### config.mk
export PLATFORM = sky130hd
export DESIGN_NAME = al4s3b_wb_arbiter
export DESIGN_NICKNAME = d
export VERILOG_FILES = /design/src/rtl/al4s3b_wb_arbiter.sv
export SDC_FILE = /design/constraint.sdc
export NUM_CORES = 1
export LEC_CHECK = 0
export BUFFER_PORTS_ARGS = -buffer_cell sky130_fd_sc_hd__buf_2
export CORE_AREA = 2 2 107 109
export DETAILED_ROUTE_END_ITERATION = 10
export DIE_AREA = 0 0 109 111
export GPL_ROUTABILITY_DRIVEN = 0
export GPL_TIMING_DRIVEN = 1
export RECOVER_POWER = 100
export REMOVE_ABC_BUFFERS = 1
export SYNTH_ARGS = -nofsm -noshare
export SYNTH_HDL_FRONTEND = slang
export SYNTH_SLANG_ARGS = --single-unit
### constraint.sdc
create_clock -name WB_CLK -period 2.9 [get_ports WB_CLK]
set_input_delay 0.145 -clock WB_CLK [delete_from_list [all_inputs] [get_ports WB_CLK]]
set_output_delay 0.145 -clock WB_CLK [all_outputs]
set_load 0.1 [all_outputs]
### src/rtl/al4s3b_wb_arbiter.sv
// Two-master Wishbone arbiter with round-robin grant and a per-transaction ACK watchdog.
// A timed-out transaction is terminated toward the master with ACK+ERR and a fixed read value.
module al4s3b_wb_arbiter #(
  parameter int unsigned           CNTR_WIDTH         = 8,
  parameter logic [CNTR_WIDTH-1:0] TIMEOUT_CYCLES     = 8'd255,
  parameter logic [31:0]           TIMEOUT_READ_VALUE = 32'hBADFABAC
) (
  input  logic        WB_CLK,
  input  logic        WB_RST,
  input  logic [16:0] M0_ADR,
  input  logic        M0_CYC,
  input  logic        M0_STB,
  input  logic        M0_WE,
  input  logic [3:0]  M0_BYTE_STB,
  input  logic [31:0] M0_WR_DAT,
  output logic [31:0] M0_RD_DAT,
  output logic        M0_ACK,
  output logic        M0_ERR,
  input  logic [16:0] M1_ADR,
  input  logic        M1_CYC,
  input  logic        M1_STB,
  input  logic        M1_WE,
  input  logic [3:0]  M1_BYTE_STB,
  input  logic [31:0] M1_WR_DAT,
  output logic [31:0] M1_RD_DAT,
  output logic        M1_ACK,
  output logic        M1_ERR,
  output logic [16:0] WBs_ADR,
  output logic        WBs_CYC,
  output logic        WBs_STB,
  output logic        WBs_WE,
  output logic        WBs_RD,
  output logic [3:0]  WBs_BYTE_STB,
  output logic [31:0] WBs_WR_DAT,
  input  logic [31:0] WBs_RD_DAT,
  input  logic        WBs_ACK,
  output logic [1:0]  Arb_Gnt,
  output logic        Timeout_Sts,
  input  logic        Timeout_Clr
);

  typedef enum logic [1:0] {ST_IDLE, ST_BUSY, ST_TOUT} state_e;

  localparam logic [CNTR_WIDTH-1:0] TMO_LAST = TIMEOUT_CYCLES - CNTR_WIDTH'(1);

  state_e                state_q, state_d;
  logic [1:0]            gnt_q, gnt_d;
  logic                  ptr_q, ptr_d;   // 1: M1 was granted last
  logic [CNTR_WIDTH-1:0] cnt_q, cnt_d;
  logic                  sts_q, sts_d;

  logic req0, req1, sel_m1, sel_cyc, sel_stb, sel_we;

  assign req0    = M0_CYC & M0_STB;
  assign req1    = M1_CYC & M1_STB;
  assign sel_m1  = gnt_q[1];
  assign sel_cyc = sel_m1 ? M1_CYC : M0_CYC;
  assign sel_stb = sel_m1 ? M1_STB : M0_STB;
  assign sel_we  = sel_m1 ? M1_WE  : M0_WE;

  assign Arb_Gnt     = gnt_q;
  assign Timeout_Sts = sts_q;

  always_ff @(posedge WB_CLK) begin
    if (WB_RST) begin
      state_q <= ST_IDLE;
      gnt_q   <= '0;
      ptr_q   <= 1'b1;
      cnt_q   <= '0;
      sts_q   <= 1'b0;
    end else begin
      state_q <= state_d;
      gnt_q   <= gnt_d;
      ptr_q   <= ptr_d;
      cnt_q   <= cnt_d;
      sts_q   <= sts_d;
    end
  end

  always_comb begin
    state_d = state_q;
    gnt_d   = gnt_q;
    ptr_d   = ptr_q;
    cnt_d   = cnt_q;
    case (state_q)
      ST_IDLE: begin
        if (req0 | req1) begin
          state_d = ST_BUSY;
          cnt_d   = '0;
          if (req0 & req1) gnt_d = ptr_q ? 2'b01 : 2'b10;
          else             gnt_d = req1  ? 2'b10 : 2'b01;
        end
      end
      ST_BUSY: begin
        // ACK and master abort both end the transaction; neither reaches TOUT
        if (WBs_ACK || !sel_cyc) begin
          state_d = ST_IDLE;
          gnt_d   = '0;
          ptr_d   = gnt_q[1];
        end else if (cnt_q == TMO_LAST) begin
          state_d = ST_TOUT;
        end else if (cnt_q != '1) begin
          cnt_d = cnt_q + CNTR_WIDTH'(1);
        end
      end
      ST_TOUT: begin
        state_d = ST_IDLE;
        gnt_d   = '0;
        ptr_d   = gnt_q[1];
      end
      default: begin
        state_d = ST_IDLE;
        gnt_d   = '0;
      end
    endcase
    sts_d = Timeout_Clr ? 1'b0 : ((state_q == ST_TOUT) ? 1'b1 : sts_q);
  end

  always_comb begin
    WBs_ADR      = '0;
    WBs_CYC      = 1'b0;
    WBs_STB      = 1'b0;
    WBs_WE       = 1'b0;
    WBs_RD       = 1'b0;
    WBs_BYTE_STB = '0;
    WBs_WR_DAT   = '0;
    M0_RD_DAT    = '0;
    M0_ACK       = 1'b0;
    M0_ERR       = 1'b0;
    M1_RD_DAT    = '0;
    M1_ACK       = 1'b0;
    M1_ERR       = 1'b0;
    case (state_q)
      ST_BUSY: begin
        WBs_ADR      = sel_m1 ? M1_ADR      : M0_ADR;
        WBs_CYC      = sel_cyc;
        WBs_STB      = sel_stb;
        WBs_WE       = sel_we;
        WBs_RD       = sel_cyc & sel_stb & ~sel_we;
        WBs_BYTE_STB = sel_m1 ? M1_BYTE_STB : M0_BYTE_STB;
        WBs_WR_DAT   = sel_m1 ? M1_WR_DAT   : M0_WR_DAT;
        if (gnt_q[0]) begin
          M0_RD_DAT = WBs_RD_DAT;
          M0_ACK    = WBs_ACK;
        end
        if (gnt_q[1]) begin
          M1_RD_DAT = WBs_RD_DAT;
          M1_ACK    = WBs_ACK;
        end
      end
      ST_TOUT: begin
        if (gnt_q[0]) begin
          M0_RD_DAT = TIMEOUT_READ_VALUE;
          M0_ACK    = 1'b1;
          M0_ERR    = 1'b1;
        end
        if (gnt_q[1]) begin
          M1_RD_DAT = TIMEOUT_READ_VALUE;
          M1_ACK    = 1'b1;
          M1_ERR    = 1'b1;
        end
      end
      default: ;
    endcase
  end

endmodule

Word level (Yosys, flattened, before mapping):

Index checks and enable logic that the tools add are counted.

* register bits after elaboration: 14
* output and inout bits: 128
* logic and storage cells: 77

* $add $sub $neg: 1
* equality and inequality tests: 10
* muxes and demuxes: 44
* bitwise logic cells: 7
* reductions and logical operators: 10

Operators with widths (number)
* $mux 32: 6
* $pmux 32 s2: 2
* $mux 17: 2
* $mux 8: 4
* $mux 2: 8
* $pmux 8 s2: 1
* $mux 1: 14
* $ne 2x2->1 const B: 5
* $add 8x1->8 const B: 1
* $eq 8x8->1 const B: 1
* $mux 4: 2
* $ne 8x8->1 const B: 1
* $pmux 2 s2: 2
* $pmux 1 s2: 3
* $reduce_and 2->1: 3
* $and 1x1->1: 5
* $reduce_and 5->1: 1
* $reduce_bool 2->1: 2
* $ne 3x3->1 const B: 1
* $eq 2x1->1 const B: 1
* $eq 2x2->1 const B: 1
* $logic_not 2->1: 1
* $reduce_or 2->1: 1
* $logic_not 1->1: 1
* other kinds (3): 3

Longest topological paths before layout:

Gate-level depths: netlist of run 1.

* word-level depth: 5
* mapped depth: 7

Least setup slack after synthesis of run 1:

Ideal clock, no wire load.

* path type: reg-to-output
* from: register state_q[1]
* to: output WBs_RD
* arrival: 3179 ps
* required time: 2755 ps
* setup slack: -424 ps
* cell stages (with the launch flop): 6
* buffers on the path: 1
* path through: dfxtp_1 -> inv_1 -> ha_1 -> clkbuf_1 -> nor2b_1 -> and2_1

* longest elaborated chain between the ends: 2

Ends and longest elaborated chain
* start, declared: line 46 `state_e state_q, state_d;`
* start signal, assigned: line 72 `state_q <= state_d;`
* $eq 2x1->1: line 133 `case (state_q)`
* $mux 1: line 133
* end, declared: line 32 `output logic WBs_RD,`

No other way between the ends.

Worst setup path after layout of run 1:

* from: register state_q[1]
* to: output M1_RD_DAT[2]

* longest elaborated chain between the ends: 2
* elaborated cells on any way between the ends: 3
* classes of those cells: 2 x eq/ne; 1 x mux

Ends and longest elaborated chain
* $eq 2x2->1 / $eq 2x1->1 (equally long branches): line 133
* $pmux 32 s2 *: line 133
* end, declared: line 25 `output logic [31:0] M1_RD_DAT,`

Mark *: on every way between the ends. The rest lies on a longest branch, timed or not.

==> impl_results.md, run 1 <==
* CTS tree: built
* Arr. time, crit path at 2450 ps
* #FFs+latches synth at 14
* Root Buffer: clkbuf_16
* Crit Path Max Fanout at 35
* # clock sinks at 14
* Synth top area share at 24.9%
* Final Non-Filler Cells at 708
* Required time worst endpoint at 2760 ps
* Peak supply drop at 0.285 mV
* Crit path time final at 2590 ps
* Outcome: finished clean
* Antenna violations before repair at 0
* Full die area at 12100 sq um
* Setup_tns at 0 ps
* Final Hold Fails at 0
* Grt total ovfl at 0
* Crit Path Class: flip-flop to primary output
* Vias per cell at 4.63
* Top-count cell post-synth: mux2i_1
* Unrepaired setup endpoints after global routing: false
* Post-synthesis sequential area ratio at 12.0%
* H-tree levels at 1
* Fin crit share at 89.3%
* HP Start: Timeout_Clr
* Layout Nets at 719
* Post-CTS sizing at 0
* Placed Cells at 704
* Num rows at 39
* RR Startpoint: state_q[1]
* WL final at 11900 um
* Vias post-DR at 3277
* Number of max-cap violations at 0
* Synth-to-Final Area Change at 99.9%
* Max Root-Sink Buffers at 2
* Syn avg cell area at 7.55 sq um
* Layout cells sized above 1 at 46.9%
* Mapped Area at 2330 sq um
* DRC at 0
* Worst setup path startpoint: state_q[1]
* CTS buffer count at 3
* Mapped Cells at 309
* First-pass GRT wire length at 17100 um
* # port buffers at 275
* Top post-synthesis cells by area: mux2i_1 25%, nor2b_1 15%, a21o_1 14%
* Syn. warnings at 0
* Clock transition at path regs at 40 ps
* I/O pins at 276
* Clock latency on the worst-skew pair at 240 ps
* Post-synth top cells: 58 x mux2i_1, 57 x nor2b_1, 44 x a21o_1
* DR WL/cell at 16.8 um
* Violation count after the first detailed-route iteration at 253
* DRT Pass-1 Iters at 5
* Number of synthesized flops with an enable pin at 0
* Die Width at 109 um
* CP Capture Type: primary output
* Min-delay worst type: input pin to flip-flop
* Final Skew at 2.90 ps
* Fmax at 386 MHz
* Primary FF master, synth: dfxtp_1
* Hold-fix buffers at CTS at 0
* Core box area at 11100 sq um
* Post-CTS Setup Inserts at 0
* Post-synth cell types at 35
* P_leak at 2.43 nW
* Area leader, netlist: mux2i_1
* Total GRT Usage at 18.3%
* PwrDens at 344 nW/um^2
* Antenna Cells at 0
* Die height at 111 um
* Async SR Flop Fraction at 0%
* Antenna-violating nets left at 0
* Largest net degree at the start of global routing at 36
* Vias in the first global route at 3105
* Rel. slew slack at 16.8%
* Count of pins over their slew limit at 0
* Critical Path Start Type: flip-flop
* Endpoints failing setup at 0
* Initial core utilization at 21.1%
* Worst-Margin Slew at 1250 ps
* Final HPWL DP at 9910 um
[through the flow]
step	worst slack, ps	total power [mW]	cell area, sq um	utilization [%]	hold slack, ps
2_1_floorplan	-2610	1.08	2210	-	214
3_3_place_gp	837	1.35	4800	43.3	314
3_5_place_dp	739	1.36	4800	43.3	318
4_1_cts	466	1.63	4880	44.0	61.5
5_1_grt	151	1.67	4670	42.1	68.3
6_report	309	1.60	4670	42.1	63.2
[path summary, 6_finish.rpt]
path	cells after the start	endpoint	slack [ps]
hold / removal	2	Timeout_Sts	60
hold reg to reg	2	Timeout_Sts	480
setup reg to reg	6	cnt_q[6]	510
setup / recovery	6	M1_RD_DAT[2]	310
[where the power goes]
part | leakage (nW) | switching [mW] | total, mW | internal [mW]
Clock | 0.0382 | 0.0743 | 0.259 | 0.185
Combinational | 2.28 | 0.871 | 1.13 | 0.256
Sequential | 0.114 | 0.0165 | 0.217 | 0.200
Total | 2.43 | 0.961 | 1.60 | 0.642
[flip-flops by register name, summed over array words and instances, names as in the netlist]
signal and cells:
Arb_Gnt 2, Timeout_Sts 1, cnt_q 8, ptr_q 1
state_q 2
[worst max-delay path: stages, from the launching register on]
cell and delay (ps):
dfxtp_1 320, inv_1 100, ha_2 490, and3_1 230
clkbuf_2 510, a21o_1 200, clkbuf_4 330
[cells by family after synthesis]
family / Yosys count / synth area share [%]
AND/OR/NAND/NOR: 124 / 32.2
AO/OA/AOI/OAI: 75 / 22.5
multiplexers: 58 / 24.9
buffers and inverters: 33 / 5.74
flip-flops: 14 / 12.0
adder cells (fa/ha/maj): 5 / 2.68
[cell type report]
class                   count  area, sq um
fillers                  1069         6410
well taps                 143          179
clock buffers               4         78.8
inverters                   4         15.0
flip-flops and latches     14          284
repair buffers            281         2200
multi-input cells         262         1910
[layout by cell type, fill, tap and decap left out, drive strengths merged, types with 2 or more instances in the layout]
cell | netlist | final
a21o | 44 | 44
and2 | 24 | 24
or3 | 2 | 2
a31oi | 2 | 2
nand3 | 6 | 6
o21ai | 10 | 10
buf | 4 | 204
nor3 | 3 | 3
a21oi | 8 | 8
dfxtp | 14 | 14
ha | 5 | 5
nor2 | 5 | 5
nand2b | 2 | 2
a41oi | 3 | 3
nor2b | 57 | 57
and3 | 9 | 9
nand2 | 9 | 9
o21a | 2 | 2
clkbuf | 25 | 81
inv | 4 | 4
mux2i | 58 | 58
[per-layer routing]
metal | GRT usage (%) | vias to the layer above | part of all wire [%]
met3 | 4.59 | 10 | 8.8
met5 | 0 | - | 0
met4 | 3.25 | 0 | 0.96
met2 | 31.8 | 138 | 50
li1 | - | 1593 | -
met1 | 22.6 | 1536 | 41
No activity file was read; power rests on OpenSTA's default activity.
==> run 2, diff against run 1 <==
Settings changed: GPL_TIMING_DRIVEN 1 to not set, HOLD_SLACK_MARGIN set to 0.08.
==> impl_results.md, run 2 (synthesis results as in run 1) <==
* CTS buffer count at 3
* DR WL/cell at 16.8 um
* Die height at 111 um
* Full die area at 12100 sq um
* Unrepaired setup endpoints after global routing: false
* Max Root-Sink Buffers at 2
* Root Buffer: clkbuf_16
* Clock latency on the worst-skew pair at 240 ps
* P_leak at 2.43 nW
* WL final at 11900 um
* DRT Pass-1 Iters at 4
* Clock transition at path regs at 40 ps
* Worst-Margin Slew at 1250 ps
* Rel. slew slack at 16.8%
* Vias per cell at 4.60
* RR Startpoint: state_q[1]
* # clock sinks at 14
* Antenna violations before repair at 0
* Fin crit share at 88.8%
* Fmax at 388 MHz
* Layout cells sized above 1 at 46.8%
* Crit path time final at 2580 ps
* Final Skew at 2.81 ps
* CP Capture Type: primary output
* Total GRT Usage at 18.3%
* Vias in the first global route at 3111
* CTS tree: built
* Most common cell after layout, fill and taps aside: buf_2
* Endpoints failing setup at 0
* Biggest register: cnt_q
* Critical register-to-register path endpoint: cnt_q[4]
* Post-CTS sizing at 0
* Initial core utilization at 21.1%
* Peak supply drop at 0.285 mV
* Number of max-cap violations at 0
* DRC at 0
* Layout Nets at 720
* Hold-fix buffers at CTS at 1
* R2r setup slk at 550 ps
* Antenna-violating nets left at 0
* Largest net degree at the start of global routing at 36
* Worst-case reg-to-reg path depth at 6
* Worst setup path startpoint: state_q[1]
* Vias post-DR at 3260
* # port buffers at 275
* Die Width at 109 um
* Max reg flops at 8
* Antenna Cells at 0
* PwrDens at 343 nW/um^2
* Crit Path Max Fanout at 35
* I/O pins at 276
* Synth-to-Final Area Change at 100%
* First-pass GRT wire length at 17100 um
* Num rows at 39
* Min-delay worst type: input pin to flip-flop
* Arr. time, crit path at 2430 ps
* Outcome: finished clean
* Grt total ovfl at 0
* Final Hold Fails at 0
* Crit Path Class: flip-flop to primary output
* Setup_tns at 0 ps
* Core box area at 11100 sq um
* Required time worst endpoint at 2760 ps
* Most frequent cells in the layout: 148 x buf_2, 58 x mux2i_1, 57 x nor2b_1
* Post-CTS Setup Inserts at 0
* Critical Path Start Type: flip-flop
* Final HPWL DP at 9910 um
* H-tree levels at 1
* Violation count after the first detailed-route iteration at 234
* Critical path capture point: M0_RD_DAT[11]
* Final Util at 42.2%
* Count of pins over their slew limit at 0
run 2: cell count changes in the layout (fill, tap and decap cells not counted), sizes merged:
cell and delta:
dlygate4sd3 +1
run 2: worst max-delay path, stage by stage (launching register included):
cell      delay (ps)
dfxtp_1          320
inv_1             90
ha_2             490
and3_1           220
clkbuf_2         520
a21o_1           210
clkbuf_4         330
run 2: how the worst min path moves through the flow:
stage | startpoint | end | depth (start not counted)
after floorplan | WB_RST | Arb_Gnt[0] | 1
after global placement | Timeout_Clr | Timeout_Sts | 2
after detailed placement | Timeout_Clr | Timeout_Sts | 2
after CTS | WB_RST | Arb_Gnt[1] | 2
after global routing | WB_RST | Arb_Gnt[1] | 2
final | WB_RST | Arb_Gnt[1] | 2
run 2: cell type report:
type / instances / area [sq um]
fillers: 1068 / 6400
multi-input cells: 262 / 1910
clock buffers: 4 / 78.8
repair buffers: 282 / 2210
flip-flops and latches: 14 / 284
inverters: 4 / 15.0
well taps: 143 / 179
run 2: layer usage:
layer | wire length [um] | GRT usage, % | vias up
li1 | - | - | 1599
met1 | 4830 | 22.6 | 1515
met2 | 5930 | 31.8 | 138
met3 | 1030 | 4.59 | 8
met4 | 111 | 3.25 | 0
met5 | 0 | 0 | -
run 2: per-stage QoR:
stage          hold WS [ps]  std cells  power, mW  setup slack [ps]  area, sq um
6_report                268        709       1.60               324         4680
5_1_grt                 287        709       1.67               151         4680
4_1_cts                 266        709       1.63               466         4890
3_5_place_dp            318        704       1.36               739         4800
3_3_place_gp            314        704       1.35               837         4800
2_1_floorplan           214        280       1.08             -2610         2210
run 2: where the power goes:
group          internal [mW]  leakage [nW]  switching, mW
combinational          0.257          2.28          0.871
clock                  0.185        0.0382         0.0747
sequential             0.200         0.114         0.0166
==> run 3, diff against run 2 <==
Settings changed: ABC_AREA set to 1, ABC_CLOCK_PERIOD_IN_PS set to 3200, CORE_AREA 2 2 107 109 to 2 2 106 108, DIE_AREA 0 0 109 111 to 0 0 108 110.
Clock period 2.9 ns to 3.2 ns, I/O delays scaled along.
==> impl_results.md, run 3 <==
* Outcome: finished clean
* Post-CTS sizing at 0
* Post-synth top cells: 148 x nor2_1, 105 x o21ai_0, 49 x inv_1
* Crit Path Max Fanout at 33
* Multi-input gate area at 1570 sq um
* Crit path time final at 2720 ps
* Min-delay worst type: input pin to flip-flop
* Clock transition at path regs at 70 ps
* DR WL/cell at 15.0 um
* Layout cells sized above 1 at 42.1%
* Placed Cells at 824
* Peak supply drop at 0.219 mV
* Count of pins over their slew limit at 0
* P_leak at 2.38 nW
* Initial core utilization at 20.8%
* Final Non-Filler Cells at 829
* Hold EP: cnt_q[3]
* CP Capture Type: primary output
* Tightest hold margin at 204 ps
* H-tree levels at 1
* Critical register-to-register path endpoint: cnt_q[2]
* Max Root-Sink Buffers at 2
* Final Hold Fails at 0
* Dpl ws at 1050 ps
* First-pass GRT wire length at 17500 um
* Final Skew at 7.42 ps
* Fin crit share at 85.0%
* Num rows at 38
* Area leader, netlist: nor2_1
* Met1 Use GR at 22.1%
* Die Width at 108 um
* CTS tree: built
* Mapped Area at 2230 sq um
* Worst-Margin Slew at 1210 ps
* CTS buffer count at 3
* Met2 GRT Util at 33.8%
* # clock sinks at 14
* Grt total ovfl at 0
* Post-synthesis sequential area ratio at 12.6%
* Core box area at 10700 sq um
* Die height at 110 um
* Primary FF master, synth: dfxtp_1
* Synth-to-Final Area Change at 87.0%
* Final Util at 38.9%
* Vias in the first global route at 3261
* Design area at 4160 sq um
* Rel. slew slack at 19.9%
* Synth top area share at 24.9%
* #FFs+latches synth at 14
* PwrDens at 350 nW/um^2
* Vias post-DR at 3607
* Arr. time, crit path at 2560 ps
* WL final at 12500 um
* # port buffers at 275
* Top post-synthesis cells by area: nor2_1 25%, o21ai_0 24%, dfxtp_1 13%
* Endpoints failing setup at 0
* Antenna Cells at 0
* Syn avg cell area at 5.10 sq um
* Required time worst endpoint at 3040 ps
* DRC at 0
* Root Buffer: clkbuf_8
* Met3 GRT Util at 4.35%
* Largest net degree at the start of global routing at 46
* Async SR Flop Fraction at 0%
* Antenna violations before repair at 0
* Clock latency on the worst-skew pair at 250 ps
* Antenna-violating nets left at 0
* Number of synthesized flops with an enable pin at 0
* Most frequent cells in the layout: 149 x nor2_1, 149 x buf_2, 105 x o21ai_0
* Number of max-cap violations at 0
* Fmax at 367 MHz
* RR Startpoint: Arb_Gnt[1]
* DRT Pass-1 Iters at 4
* Area after DPL at 4640 sq um
* Total GRT Usage at 18.8%
* Hold-fix buffers at CTS at 1
* Final HPWL DP at 10200 um
* Sequential Area at 282 sq um
* I/O pins at 276
* Filler cell count at 1178
* Critical Path Start Type: flip-flop
* Full die area at 11900 sq um
* Post-synth cell types at 31
* Biggest register: cnt_q
* Hold path depth at 2
* Crit Path Class: flip-flop to primary output
* Worst-case reg-to-reg path depth at 9
* Total power at 1.46 mW
* HP Start: WB_RST
* Final worst slack at 479 ps
* Violation count after the first detailed-route iteration at 303
* Vias per cell at 4.35
* Layout Nets at 843
* Max reg flops at 8
* Syn. warnings at 0
* Post-CTS Setup Inserts at 0
* Setup_tns at 0 ps
* Top-count cell post-synth: nor2_1
* Unrepaired setup endpoints after global routing: false
* R2r setup slk at 670 ps
* GR peak layer: met2
* Mapped Cells at 437
[run 3: cell types whose count changed after synthesis, sizes merged, moves of 5 or more]
cell	before	now
nor2	5	149
o21ai	10	105
mux2i	58	1
nor2b	57	0
inv	4	51
a21o	44	0
nand2	9	39
and2	24	0
nand3	6	15
and3	9	1
buf	4	9
[run 3: cell type report]
type | instances | area share [%]
repair buffers | 281 | 45.4
multi-input cells | 338 | 37.6
flip-flops and latches | 14 | 6.76
inverters | 52 | 4.69
well taps | 140 | 4.21
clock buffers | 4 | 1.32
[run 3: worst max path at each step]
stage / startpoint / end / slack [ps] / depth (start not counted)
2_1_floorplan: Arb_Gnt[1] / WBs_RD / -2810 / 4
3_3_place_gp: state_q[0] / M1_ACK / 1040 / 7
3_5_place_dp: Arb_Gnt[1] / WBs_RD / 1050 / 5
4_1_cts: Arb_Gnt[1] / WBs_RD / 760 / 5
5_1_grt: state_q[1] / M1_RD_DAT[20] / 280 / 6
6_report: state_q[1] / M1_RD_DAT[17] / 480 / 6
[run 3: logic make-up (layout without fill, tap and decap cells)]
group | Yosys count | after routing | share of synthesized area [%]
simple gates | 214 | 214 | 41.2
compound gates | 118 | 118 | 27.2
buf+inv | 85 | 337 | 15.7
flops | 14 | 14 | 12.6
fa+ha+maj | 5 | 5 | 2.81
mux | 1 | 1 | 0.449
[run 3: critical path, cell delays in order (launching register included)]
cell	delay (ps)
dfxtp_1	320
inv_1	70
ha_1	570
nand3_1	140
clkbuf_2	420
o21ai_0	290
clkbuf_2	490
[run 3: report_power, final]
part	internal [mW]	total, mW	switching, mW
registers	0.190	0.207	0.0173
logic	0.203	1.07	0.869
clock network	0.109	0.179	0.0698
total	0.502	1.46	0.957
[run 3: routing by layer]
metal	wire, um	part of all wire [%]
met1	4970	40
met5	0	0
met4	376	3.0
met3	945	7.6
met2	6160	49
